**src/rtl/chan_sequencer_3b.sv**
```systemverilog
// -----------------------------------------------------------------------------
// chan_sequencer_3b
//
// Purpose:
//   Generates the 3-bit channel select that feeds a 3-to-8 decoder. Each
//   channel enabled in the latched mask is visited in ascending order and
//   held for dwell+1 cycles. Runs a single sweep (mode 0) or repeats the
//   sweep continuously (mode 1) until stopped.
//
// Parameters:
//   DWELL_W    width of the dwell input and the internal dwell counter
//
// Ports:
//   clk        in   system clock, rising edge
//   rst        in   synchronous active-high reset
//   start      in   one-cycle request to begin a sweep (IDLE only)
//   stop       in   abort the current sweep; wins over start
//   mode       in   0 = single sweep, 1 = continuous
//   mask       in   [7:0] channel enable mask, bit n enables channel n
//   dwell      in   [DWELL_W-1:0] each channel is held dwell+1 cycles
//   sel        out  [2:0] registered channel select
//   sel_valid  out  high while sel carries a live channel
//   busy       out  high while running
//   done       out  one-cycle pulse when a single sweep completes
//   sweep_cnt  out  [7:0] continuous-mode wrap count
//
// Configuration:
//   CHAN_SEQ_SWEEP_CNT_EN  defined: sweep_cnt is a wrapping 8-bit counter of
//                          continuous-mode wraps, cleared only by rst.
//                          undefined: sweep_cnt is tied to 8'h00.
// -----------------------------------------------------------------------------
module chan_sequencer_3b #(
    parameter int DWELL_W = 8
) (
    input  logic               clk,
    input  logic               rst,
    input  logic               start,
    input  logic               stop,
    input  logic               mode,
    input  logic [7:0]         mask,
    input  logic [DWELL_W-1:0] dwell,
    output logic [2:0]         sel,
    output logic               sel_valid,
    output logic               busy,
    output logic               done,
    output logic [7:0]         sweep_cnt
);

    typedef enum logic {
        ST_IDLE = 1'b0,
        ST_RUN  = 1'b1
    } state_t;

    state_t             state_q;
    logic [2:0]         sel_q;
    logic               sel_valid_q;
    logic               busy_q;
    logic               done_q;
    logic [DWELL_W-1:0] cnt_q;
    logic [DWELL_W-1:0] dwell_q;
    logic [7:0]         mask_q;
    logic               mode_q;

    // Lowest set bit of m (0 if none; callers guarantee m != 0).
    function automatic logic [2:0] lowest_bit(input logic [7:0] m);
        logic [2:0] r;
        r = 3'd0;
        for (int i = 7; i >= 0; i--) begin
            if (m[i]) r = 3'(i);
        end
        return r;
    endfunction

    // Next set bit strictly above cur; MSB of the result flags "found".
    function automatic logic [3:0] next_above(input logic [7:0] m, input logic [2:0] cur);
        logic [3:0] r;
        r = 4'd0;
        for (int i = 7; i >= 0; i--) begin
            if (m[i] && (3'(i) > cur)) r = {1'b1, 3'(i)};
        end
        return r;
    endfunction

    logic [2:0] start_ch;     // first channel of a new sweep, from the live mask
    logic [2:0] wrap_ch;      // first channel of a repeated sweep, from the latched mask
    logic [3:0] next_ch;      // {found, index} of the next higher latched channel

    always_comb begin
        start_ch = lowest_bit(mask);
        wrap_ch  = lowest_bit(mask_q);
        next_ch  = next_above(mask_q, sel_q);
    end

`ifdef CHAN_SEQ_SWEEP_CNT_EN
    logic [7:0] sweep_cnt_q;
    logic [7:0] sweep_cnt_d;
    logic       wrap_evt;

    // A wrap is the end-of-sweep step in continuous mode without a stop.
    assign wrap_evt    = (state_q == ST_RUN) && !stop && (cnt_q == '0)
                         && !next_ch[3] && mode_q;
    assign sweep_cnt_d = wrap_evt ? sweep_cnt_q + 8'd1 : sweep_cnt_q;

    always_ff @(posedge clk) begin
        if (rst) begin
            sweep_cnt_q <= 8'd0;
        end else begin
            sweep_cnt_q <= sweep_cnt_d;
        end
    end

    assign sweep_cnt = sweep_cnt_q;
`else
    assign sweep_cnt = 8'h00;
`endif

    always_ff @(posedge clk) begin
        if (rst) begin
            state_q     <= ST_IDLE;
            sel_q       <= 3'd0;
            sel_valid_q <= 1'b0;
            busy_q      <= 1'b0;
            done_q      <= 1'b0;
            cnt_q       <= '0;
            dwell_q     <= '0;
            mask_q      <= 8'd0;
            mode_q      <= 1'b0;
        end else begin
            done_q <= 1'b0;
            case (state_q)
                ST_IDLE: begin
                    // stop has priority; an empty mask never starts a sweep
                    if (start && !stop && (mask != 8'd0)) begin
                        mask_q      <= mask;
                        dwell_q     <= dwell;
                        mode_q      <= mode;
                        sel_q       <= start_ch;
                        cnt_q       <= dwell;
                        sel_valid_q <= 1'b1;
                        busy_q      <= 1'b1;
                        state_q     <= ST_RUN;
                    end
                end
                ST_RUN: begin
                    if (stop) begin
                        state_q     <= ST_IDLE;
                        sel_q       <= 3'd0;
                        sel_valid_q <= 1'b0;
                        busy_q      <= 1'b0;
                    end else if (cnt_q != '0) begin
                        cnt_q <= cnt_q - 1'b1;
                    end else if (next_ch[3]) begin
                        sel_q <= next_ch[2:0];
                        cnt_q <= dwell_q;
                    end else if (mode_q) begin
                        sel_q <= wrap_ch;
                        cnt_q <= dwell_q;
                    end else begin
                        state_q     <= ST_IDLE;
                        sel_q       <= 3'd0;
                        sel_valid_q <= 1'b0;
                        busy_q      <= 1'b0;
                        done_q      <= 1'b1;
                    end
                end
                default: begin
                    state_q <= ST_IDLE;
                end
            endcase
        end
    end

    assign sel       = sel_q;
    assign sel_valid = sel_valid_q;
    assign busy      = busy_q;
    assign done      = done_q;

endmodule
```
**config.mk**
```make
export PLATFORM = sky130hd
export DESIGN_NAME = chan_sequencer_3b
export DESIGN_NICKNAME = d
export VERILOG_FILES = /design/src/rtl/chan_sequencer_3b.sv
export SDC_FILE = /design/constraint.sdc
export NUM_CORES = 1
export LEC_CHECK = 0
export CAP_MARGIN = 20
export CORE_MARGIN = 2
export CORE_UTILIZATION = 55
export DETAILED_ROUTE_END_ITERATION = 16
export GPL_TIMING_DRIVEN = 1
export PLACE_DENSITY = 0.84
export SLEW_MARGIN = 20
export SYNTH_ARGS = -nofsm -noshare
export SYNTH_HDL_FRONTEND = slang
export SYNTH_SLANG_ARGS = --single-unit
```
**constraint.sdc**
```tcl
create_clock -name clk -period 5.25 [get_ports clk]
set_input_delay 0.7875 -clock clk [delete_from_list [all_inputs] [get_ports clk]]
set_output_delay 0.7875 -clock clk [all_outputs]
set_load 0.1 [all_outputs]
```
==> results of run 1 <==
[power breakdown]
part / internal, W / switching, W
logic: 0.0000869 / 0.000148
registers: 0.000254 / 0.0000278
clock network: 0.0000516 / 0.0000859
[critical path: cells and delay by family]
kind / cells / cell delay [ns]
AND/OR/NAND/NOR: 2 / 0.71
AO/OA/AOI/OAI: 3 / 1.06
buffers and inverters: 2 / 0.75
[final cells by class]
cell class	instances	area share, %
Timing Repair Buffer	27	12.5
Clock buffer	6	1.96
Clock inverter	2	0.593
Multi-Input combinational cell	193	51.5
Inverter	8	1.42
Tap cell	44	2.61
Sequential cell	31	29.4
[metal layers]
metal  GRT usage, %  vias up
met5              0        -
met4           11.2        0
met3           6.72       12
met2           40.3       87
met1           32.9      809
li1               -      893
[flip-flops by register name, indices dropped and copies added, names as in the netlist]
signal and cells:
busy 1, cnt_q 8, dwell_q 8, mask_q 8, state_q 1, mode_q 1, sel 3, done 1
[synthesized netlist by cell type, types with 3 or more instances]
library cell | n | area, µm²
xor2_1 | 3 | 26.3
a21oi_1 | 25 | 125
nor3_1 | 7 | 35.0
nor3b_1 | 3 | 22.5
inv_1 | 8 | 30.0
dfxtp_1 | 31 | 621
clkbuf_1 | 9 | 33.8
nor2b_1 | 3 | 18.8
nand2_1 | 43 | 161
buf_4 | 9 | 67.6
nand3_1 | 3 | 15.0
o21ai_0 | 13 | 65.1
mux2i_1 | 7 | 70.1
a211oi_1 | 7 | 52.6
nand2b_1 | 5 | 31.3
nor2_1 | 29 | 109
a311oi_1 | 3 | 26.3
[kinds of logic (layout without fill, tap and decap cells)]
kind of cell / count (synthesis) / after routing / share of synthesized area (%)
flops: 31 / 31 / 33.9
compound gates: 67 / 67 / 23.6
buf+inv: 29 / 43 / 8.28
simple gates: 104 / 104 / 26.2
fa+ha+maj: 2 / 2 / 1.37
xor+xnor: 4 / 4 / 1.92
mux: 8 / 8 / 4.45
other cells: 1 / 8 / 0.205
[worst min-delay path by stage]
stage / end / from / cells past startpoint / slack, ns
after CTS: dwell_q[5] / dwell_q[5] / 2 / 0.47
after global routing: dwell_q[5] / dwell_q[5] / 2 / 0.49
final: dwell_q[5] / dwell_q[5] / 2 / 0.46
after floorplan: dwell_q[7] / dwell_q[7] / 2 / 0.43
after detailed placement: dwell_q[5] / dwell_q[5] / 2 / 0.45
after global placement: dwell_q[7] / dwell_q[7] / 2 / 0.44
[stage by stage]
stage                     instance area, µm²  std cells  setup slack, ns  hold slack [ns]  total power, W
after floorplan                         1850        253             2.80            0.433        0.000470
after detailed placement                2060        303             1.85            0.453        0.000518
after CTS                               2110        311             2.19            0.468        0.000654
after global routing                    2110        311             2.07            0.489        0.000691
after global placement                  2060        303             1.90            0.445        0.000513
final                                   2110        311             2.20            0.465        0.000654
==> flow_summary.json, run 1 <==
{
  "clk_pin_slew_ns": 0.10,
  "layout.nets": 289,
  "port_buffers": 26,
  "final.setup.tns_ns": 0,
  "numClockSinks": 31,
  "mostFrequentLayoutCells": "nand2_1, dfxtp_1, nor2_1",
  "antenna_found_initial": 0,
  "area_delta_synth_final_pct": 15.4,
  "grt_pass1_wl_um": 7250,
  "worstMarginPinSlew_ns": 0.968,
  "seq_area_frac_synth_pct": 33.9,
  "rows": 20,
  "multi_input_area_um2": 1090,
  "clkLatencyLatePin_ns": 0.34,
  "period_needed_ns": 3.05,
  "ys_ff_latch": 31,
  "r2r_cells": 7,
  "rrSetupSlack_ns": 2.56,
  "seq_area_um2": 621,
  "post-route-period-util_pct": 58.1,
  "hold_class": "flip-flop to flip-flop",
  "ctsResizeCount": 0,
  "cts_hold_buf": 0,
  "initial_utilization_pct": 58.9,
  "timing.fmax_ghz": 0.328,
  "highest_layer": "met4",
  "endpoint": "cnt_q[6]",
  "nFillCells": 296,
  "path_max_fanout": 17,
  "async_flop_share_pct": 0,
  "syn_area_um2": 1830,
  "grt_use_total_pct": 25.6,
  "endpoint_kind": "flip-flop",
  "dp_hpwl_um": 3090,
  "met2_length_um": 2050,
  "rr_endpoint": "cnt_q[6]",
  "path_cells": "clkdlybuf4s50_1 > or4_1 > o31ai_2 > buf_4 > nand2_1 > a2bb2oi_2 > a311oi_2",
  "startpoint_type": "primary input",
  "crit_arrival_ns": 3.31,
  "drt-met1-wl_um": 1910,
  "cts_inserted_buffers": 5,
  "post_cts_buffers": 0,
  "cts_tree": "yes",
  "place_congestion": 1.07,
  "dr_wl_met3_um": 286,
  "cpMaxStageDelayCell": "or4_1",
  "hold_violations": 0,
  "cts-root-buf": "clkbuf_4",
  "vias": 1801,
  "ir_drop_v": 0.000192,
  "final_antenna_net_count": 0,
  "grt_max_degree": 32,
  "timing.max_cap.violations": 0,
  "routed_wirelength_um": 4320,
  "status": "completed",
  "setup_violations": 0,
  "synth_warnings": 0,
  "drc": 0,
  "critPathLaunch": "mask[7]",
  "rsz0062_at_grt": "false",
  "slew-limit-headroom_pct": 35.3,
  "htreeDepth": 2,
  "io_pins": 35,
  "ys_types": 46,
  "fp.dieH_um": 61.7,
  "drive_gt1_share_pct": 5.62,
  "vias_per_cell": 5.79,
  "fin_util_pct": 68.0,
  "path_class": "primary input to flip-flop",
  "power_density_nw_per_um2": 310,
  "synthesis.instances": 246,
  "grt_pass1_vias": 1686,
  "diodes": 0,
  "cp_data_required_time_ns": 5.51,
  "drt_iter0_drc": 233,
  "wl_per_cell_um": 13.9,
  "synth_edf_count": 0,
  "dieArea_um2": 3800,
  "synth.avg_cell_area_um2": 7.43,
  "r2r-start": "state_q",
  "die_w_um": 61.7,
  "coreArea_um2": 3100,
  "clock_skew_ns": 0.0109,
  "cpPeakStageDelay_ns": 0.62,
  "clk_path_buf_depth": 2,
  "globalRoute.totalOverflow": 0,
  "synth_flop_cell": "dfxtp_1",
  "leakagePower_nw": 0.759,
  "final_common_cell": "nand2_1",
  "drt_pass1_iterations": 7,
  "slew_viol_final": 0
}
No activity file was read; power rests on OpenSTA's default activity.
==> inputs of run 2 (changes only) <==
Settings changed: CORE_UTILIZATION 55 to 52, PLACE_DENSITY 0.84 to 0.8.
Clock period 5.25 ns to 2.9 ns, I/O delays scaled along.
==> flow_summary.json, run 2 (synthesis results as in run 1) <==
{
  "drt_iter0_drc": 148,
  "globalRoute.totalOverflow": 0,
  "timing.max_cap.violations": 0,
  "grt_max_degree": 32,
  "timing.fmax_ghz": 0.416,
  "fin_ws_ns": 0.493,
  "clock_skew_ns": 0.00880,
  "power_density_nw_per_um2": 573,
  "hold_violations": 0,
  "hold_class": "flip-flop to flip-flop",
  "clkLatencyLatePin_ns": 0.33,
  "slew-limit-headroom_pct": 50.5,
  "drive_gt1_share_pct": 8.89,
  "cp_data_required_time_ns": 3.08,
  "endpoint_kind": "flip-flop",
  "leakagePower_nw": 0.793,
  "mostFrequentLayoutCells": "nand2_1, dfxtp_1, nor2_1",
  "antenna_found_initial": 0,
  "drc": 0,
  "wl_per_cell_um": 13.7,
  "die_w_um": 63.3,
  "routed_wirelength_um": 4320,
  "grt_pass1_wl_um": 7280,
  "diodes": 0,
  "dp_hpwl_um": 3040,
  "setup_violations": 0,
  "post-route-period-util_pct": 83.0,
  "nFillCells": 310,
  "ir_drop_v": 0.000332,
  "dieArea_um2": 4010,
  "status": "completed",
  "rsz0062_at_grt": "false",
  "clk_path_buf_depth": 2,
  "final.setup.tns_ns": 0,
  "worstMarginPinSlew_ns": 0.741,
  "numClockSinks": 31,
  "largestRegisters": "cnt_q: 8 flops, dwell_q: 8 flops, mask_q: 8 flops",
  "port_buffers": 26,
  "cts_tree": "yes",
  "seq_area_um2": 621,
  "fp.dieH_um": 63.3,
  "place_congestion": 0.947,
  "layout.nets": 292,
  "grt_use_total_pct": 22.9,
  "drt_pass1_iterations": 4,
  "path_class": "primary input to flip-flop",
  "multi_input_area_um2": 1090,
  "cts_hold_buf": 0,
  "vias_per_cell": 5.65,
  "coreArea_um2": 3360,
  "ctsResizeCount": 0,
  "clk_pin_slew_ns": 0.10,
  "io_pins": 35,
  "post_cts_buffers": 0,
  "crit_arrival_ns": 2.59,
  "final_common_cell": "nand2_1",
  "period_needed_ns": 2.41,
  "final_antenna_net_count": 0,
  "path_max_fanout": 17,
  "vias": 1785,
  "pre_cts_slack_ns": 0.164,
  "grt_pass1_vias": 1625,
  "htreeDepth": 2,
  "slew_viol_final": 0,
  "initial_utilization_pct": 54.4,
  "cts_inserted_buffers": 5,
  "startpoint_type": "primary input",
  "rows": 21,
  "cts-root-buf": "clkbuf_4",
  "area_delta_synth_final_pct": 17.2
}
==> run 2: layout make-up <==
cell class | instances | area share [%]
repair buffers | 30 | 12.8
clock buffers | 7 | 3.04
well taps | 46 | 2.69
inverters | 8 | 1.40
multi-input cells | 193 | 50.7
clock inverters | 1 | 0.350
flip-flops and latches | 31 | 29.0
==> run 2: path summary, 6_finish.rpt <==
kind                                 start         end  slack [ns]  cells past startpoint
worst max register to register     state_q    cnt_q[7]        0.52                      6
worst min register to register  dwell_q[4]  dwell_q[4]        0.46                      2
worst max-delay path               mask[7]    cnt_q[7]        0.49                      7
worst min-delay path            dwell_q[4]  dwell_q[4]        0.46                      2
==> run 2: stage by stage <==
step	hold slack, ns	utilization, %	instances	power, W	area, µm²
CTS	0.463	63.7	316	0.00123	2140
floorplan	0.433	-	253	0.000851	1850
detailed placement	0.449	61.6	308	0.000937	2070
global placement	0.441	61.6	308	0.000932	2070
global route	0.482	63.7	316	0.00130	2140
finish	0.461	63.7	316	0.00123	2140
==> run 2: critical path: stages <==
cell,delay (ns)
clkdlybuf4s50_1,0.46
or4_1,0.61
o31ai_2,0.43
nand2_1,0.11
a2bb2oi_2,0.28
nor2_1,0.18
a211oi_1,0.07
==> run 2: routing by layer <==
metal | global-route usage, % | wire, µm | share of wire, %
met1 | 30.6 | 2030 | 47
met2 | 35.5 | 1880 | 44
met3 | 5.00 | 338 | 7.8
met4 | 10.1 | 69 | 1.6
met5 | 0 | 0 | 0
==> run 2: power by group <==
group	total, W	internal [W]	switching [W]
sequential	0.000508	0.000459	0.0000495
clock	0.000297	0.000142	0.000155
combinational	0.000424	0.000158	0.000266
total	0.00123	0.000759	0.000470
==> inputs of run 3 (changes only) <==
Clock period 2.9 ns to 2.25 ns, I/O delays scaled along.
==> flow_summary.json, run 3 (synthesis results as in run 1) <==
{
  "status": "completed",
  "fin_ws_ns": 0.104,
  "numClockSinks": 31,
  "cts-root-buf": "clkbuf_4",
  "cts_tree": "yes",
  "initial_utilization_pct": 54.4,
  "final_antenna_net_count": 0,
  "setup_violations": 0,
  "largestRegisters": "cnt_q: 8 flops, dwell_q: 8 flops, mask_q: 8 flops",
  "cp_data_required_time_ns": 2.49,
  "wl_per_cell_um": 13.6,
  "final.setup.tns_ns": 0,
  "endpoint_kind": "flip-flop",
  "vias_per_cell": 5.52,
  "drive_gt1_share_pct": 16.9,
  "drt_pass1_iterations": 4,
  "cts_hold_buf": 0,
  "rsz0062_at_grt": "false",
  "grt_use_total_pct": 26.1,
  "hold_class": "flip-flop to flip-flop",
  "slew-limit-headroom_pct": 66.3,
  "grt_pass1_vias": 1741,
  "area_delta_synth_final_pct": 27.8,
  "clk_pin_slew_ns": 0.09,
  "worstMarginPinSlew_ns": 0.500,
  "clock_skew_ns": 0.00476,
  "path_class": "flip-flop to flip-flop",
  "coreArea_um2": 3360,
  "dieArea_um2": 4010,
  "post-route-period-util_pct": 95.4,
  "leakagePower_nw": 0.916,
  "antenna_found_initial": 0,
  "slew_viol_final": 0,
  "pre_cts_slack_ns": -0.184,
  "clk_path_buf_depth": 2,
  "timing.fmax_ghz": 0.466,
  "routed_wirelength_um": 4640,
  "diodes": 0,
  "cts_inserted_buffers": 5,
  "fp.dieH_um": 63.3,
  "nFillCells": 299,
  "mostFrequentLayoutCells": "nand2_1, buf_4, nor2_1",
  "hold_violations": 0,
  "dp_hpwl_um": 3520,
  "layout.nets": 317,
  "drt_iter0_drc": 143,
  "rows": 21,
  "place_congestion": 0.964,
  "port_buffers": 26,
  "grt_max_degree": 32,
  "htreeDepth": 2,
  "final_common_cell": "nand2_1",
  "globalRoute.totalOverflow": 0,
  "grt_pass1_wl_um": 8070,
  "ir_drop_v": 0.000454,
  "clkLatencyLatePin_ns": 0.34,
  "drc": 0,
  "timing.max_cap.violations": 0,
  "rrSetupSlack_ns": 0.10,
  "vias": 1882,
  "path_max_fanout": 17,
  "power_density_nw_per_um2": 674,
  "startpoint_type": "flip-flop",
  "io_pins": 35,
  "period_needed_ns": 2.15,
  "die_w_um": 63.3,
  "crit_arrival_ns": 2.39
}
[run 3: cell count changes in the layout (fill, tap and decap cells not counted)]
cell        previous run  this run
buf_12                 0         1
buf_4                 10        34
clkinv_2               0         1
clkbuf_1               0         2
dfxtp_2                0         3
a2bb2oi_4              0         1
clkinvlp_4             1         0
a2bb2oi_2              1         0
dfxtp_1               31        28
clkbuf_8               2         0
[run 3: final timing paths]
check             depth (start not counted)          to        from
setup / recovery                          5    cnt_q[0]    cnt_q[2]
hold / removal                            2  dwell_q[4]  dwell_q[4]
setup reg to reg                          5    cnt_q[0]    cnt_q[2]
hold reg to reg                           2  dwell_q[4]  dwell_q[4]
[run 3: report_power, final]
part	switching (W)	total, W	internal [W]
Combinational	0.000383	0.000632	0.000248
Clock	0.000191	0.000312	0.000122
Sequential	0.0000374	0.000630	0.000593
Total	0.000611	0.00157	0.000962
[run 3: metal layers]
layer | part of all wire, % | wire length, µm | global-route usage, % | up-vias
met4 | 1.5 | 69 | 10.6 | 0
met3 | 6.9 | 318 | 6.25 | 7
met1 | 46 | 2150 | 34.9 | 850
li1 | - | - | - | 951
met2 | 45 | 2100 | 40.6 | 74
met5 | 0 | 0 | 0 | -
[run 3: through the flow]
step	total power (W)	util (%)	hold slack, ns	cell area, µm²	cells
2_1_floorplan	0.00110	-	0.409	1860	253
3_3_place_gp	0.00125	67.6	0.438	2270	333
3_5_place_dp	0.00126	67.6	0.454	2270	333
4_1_cts	0.00157	69.1	0.467	2320	341
5_1_grt	0.00168	69.5	0.490	2340	341
6_report	0.00157	69.5	0.464	2340	341
[run 3: final cells by class]
| class | instances | area (µm²) | share of cell area (%) |
|---|---|---|---|
| clock inverter | 1 | 5.00 | 0.214 |
| sequential | 31 | 624 | 26.7 |
| tap | 46 | 57.6 | 2.46 |
| inverter | 8 | 30.0 | 1.29 |
| timing repair buffer | 55 | 475 | 20.4 |
| multi-input combinational | 193 | 1100 | 47.0 |
| clock buffer | 7 | 45.0 | 1.93 |
[run 3: critical path, cell delays in order, from the launching register on]
cell and delay [ns]:
dfxtp_1 0.32, or4_4 0.56, or4_1 0.41, nand4bb_1 0.25, a2bb2oi_4 0.24, a211oi_1 0.27
[run 3: timing repair]
item | CTS | global route
resized for setup | 0 | 1
setup buffers | 0 | 0
endpoints found under the setup margin | 0 | 8
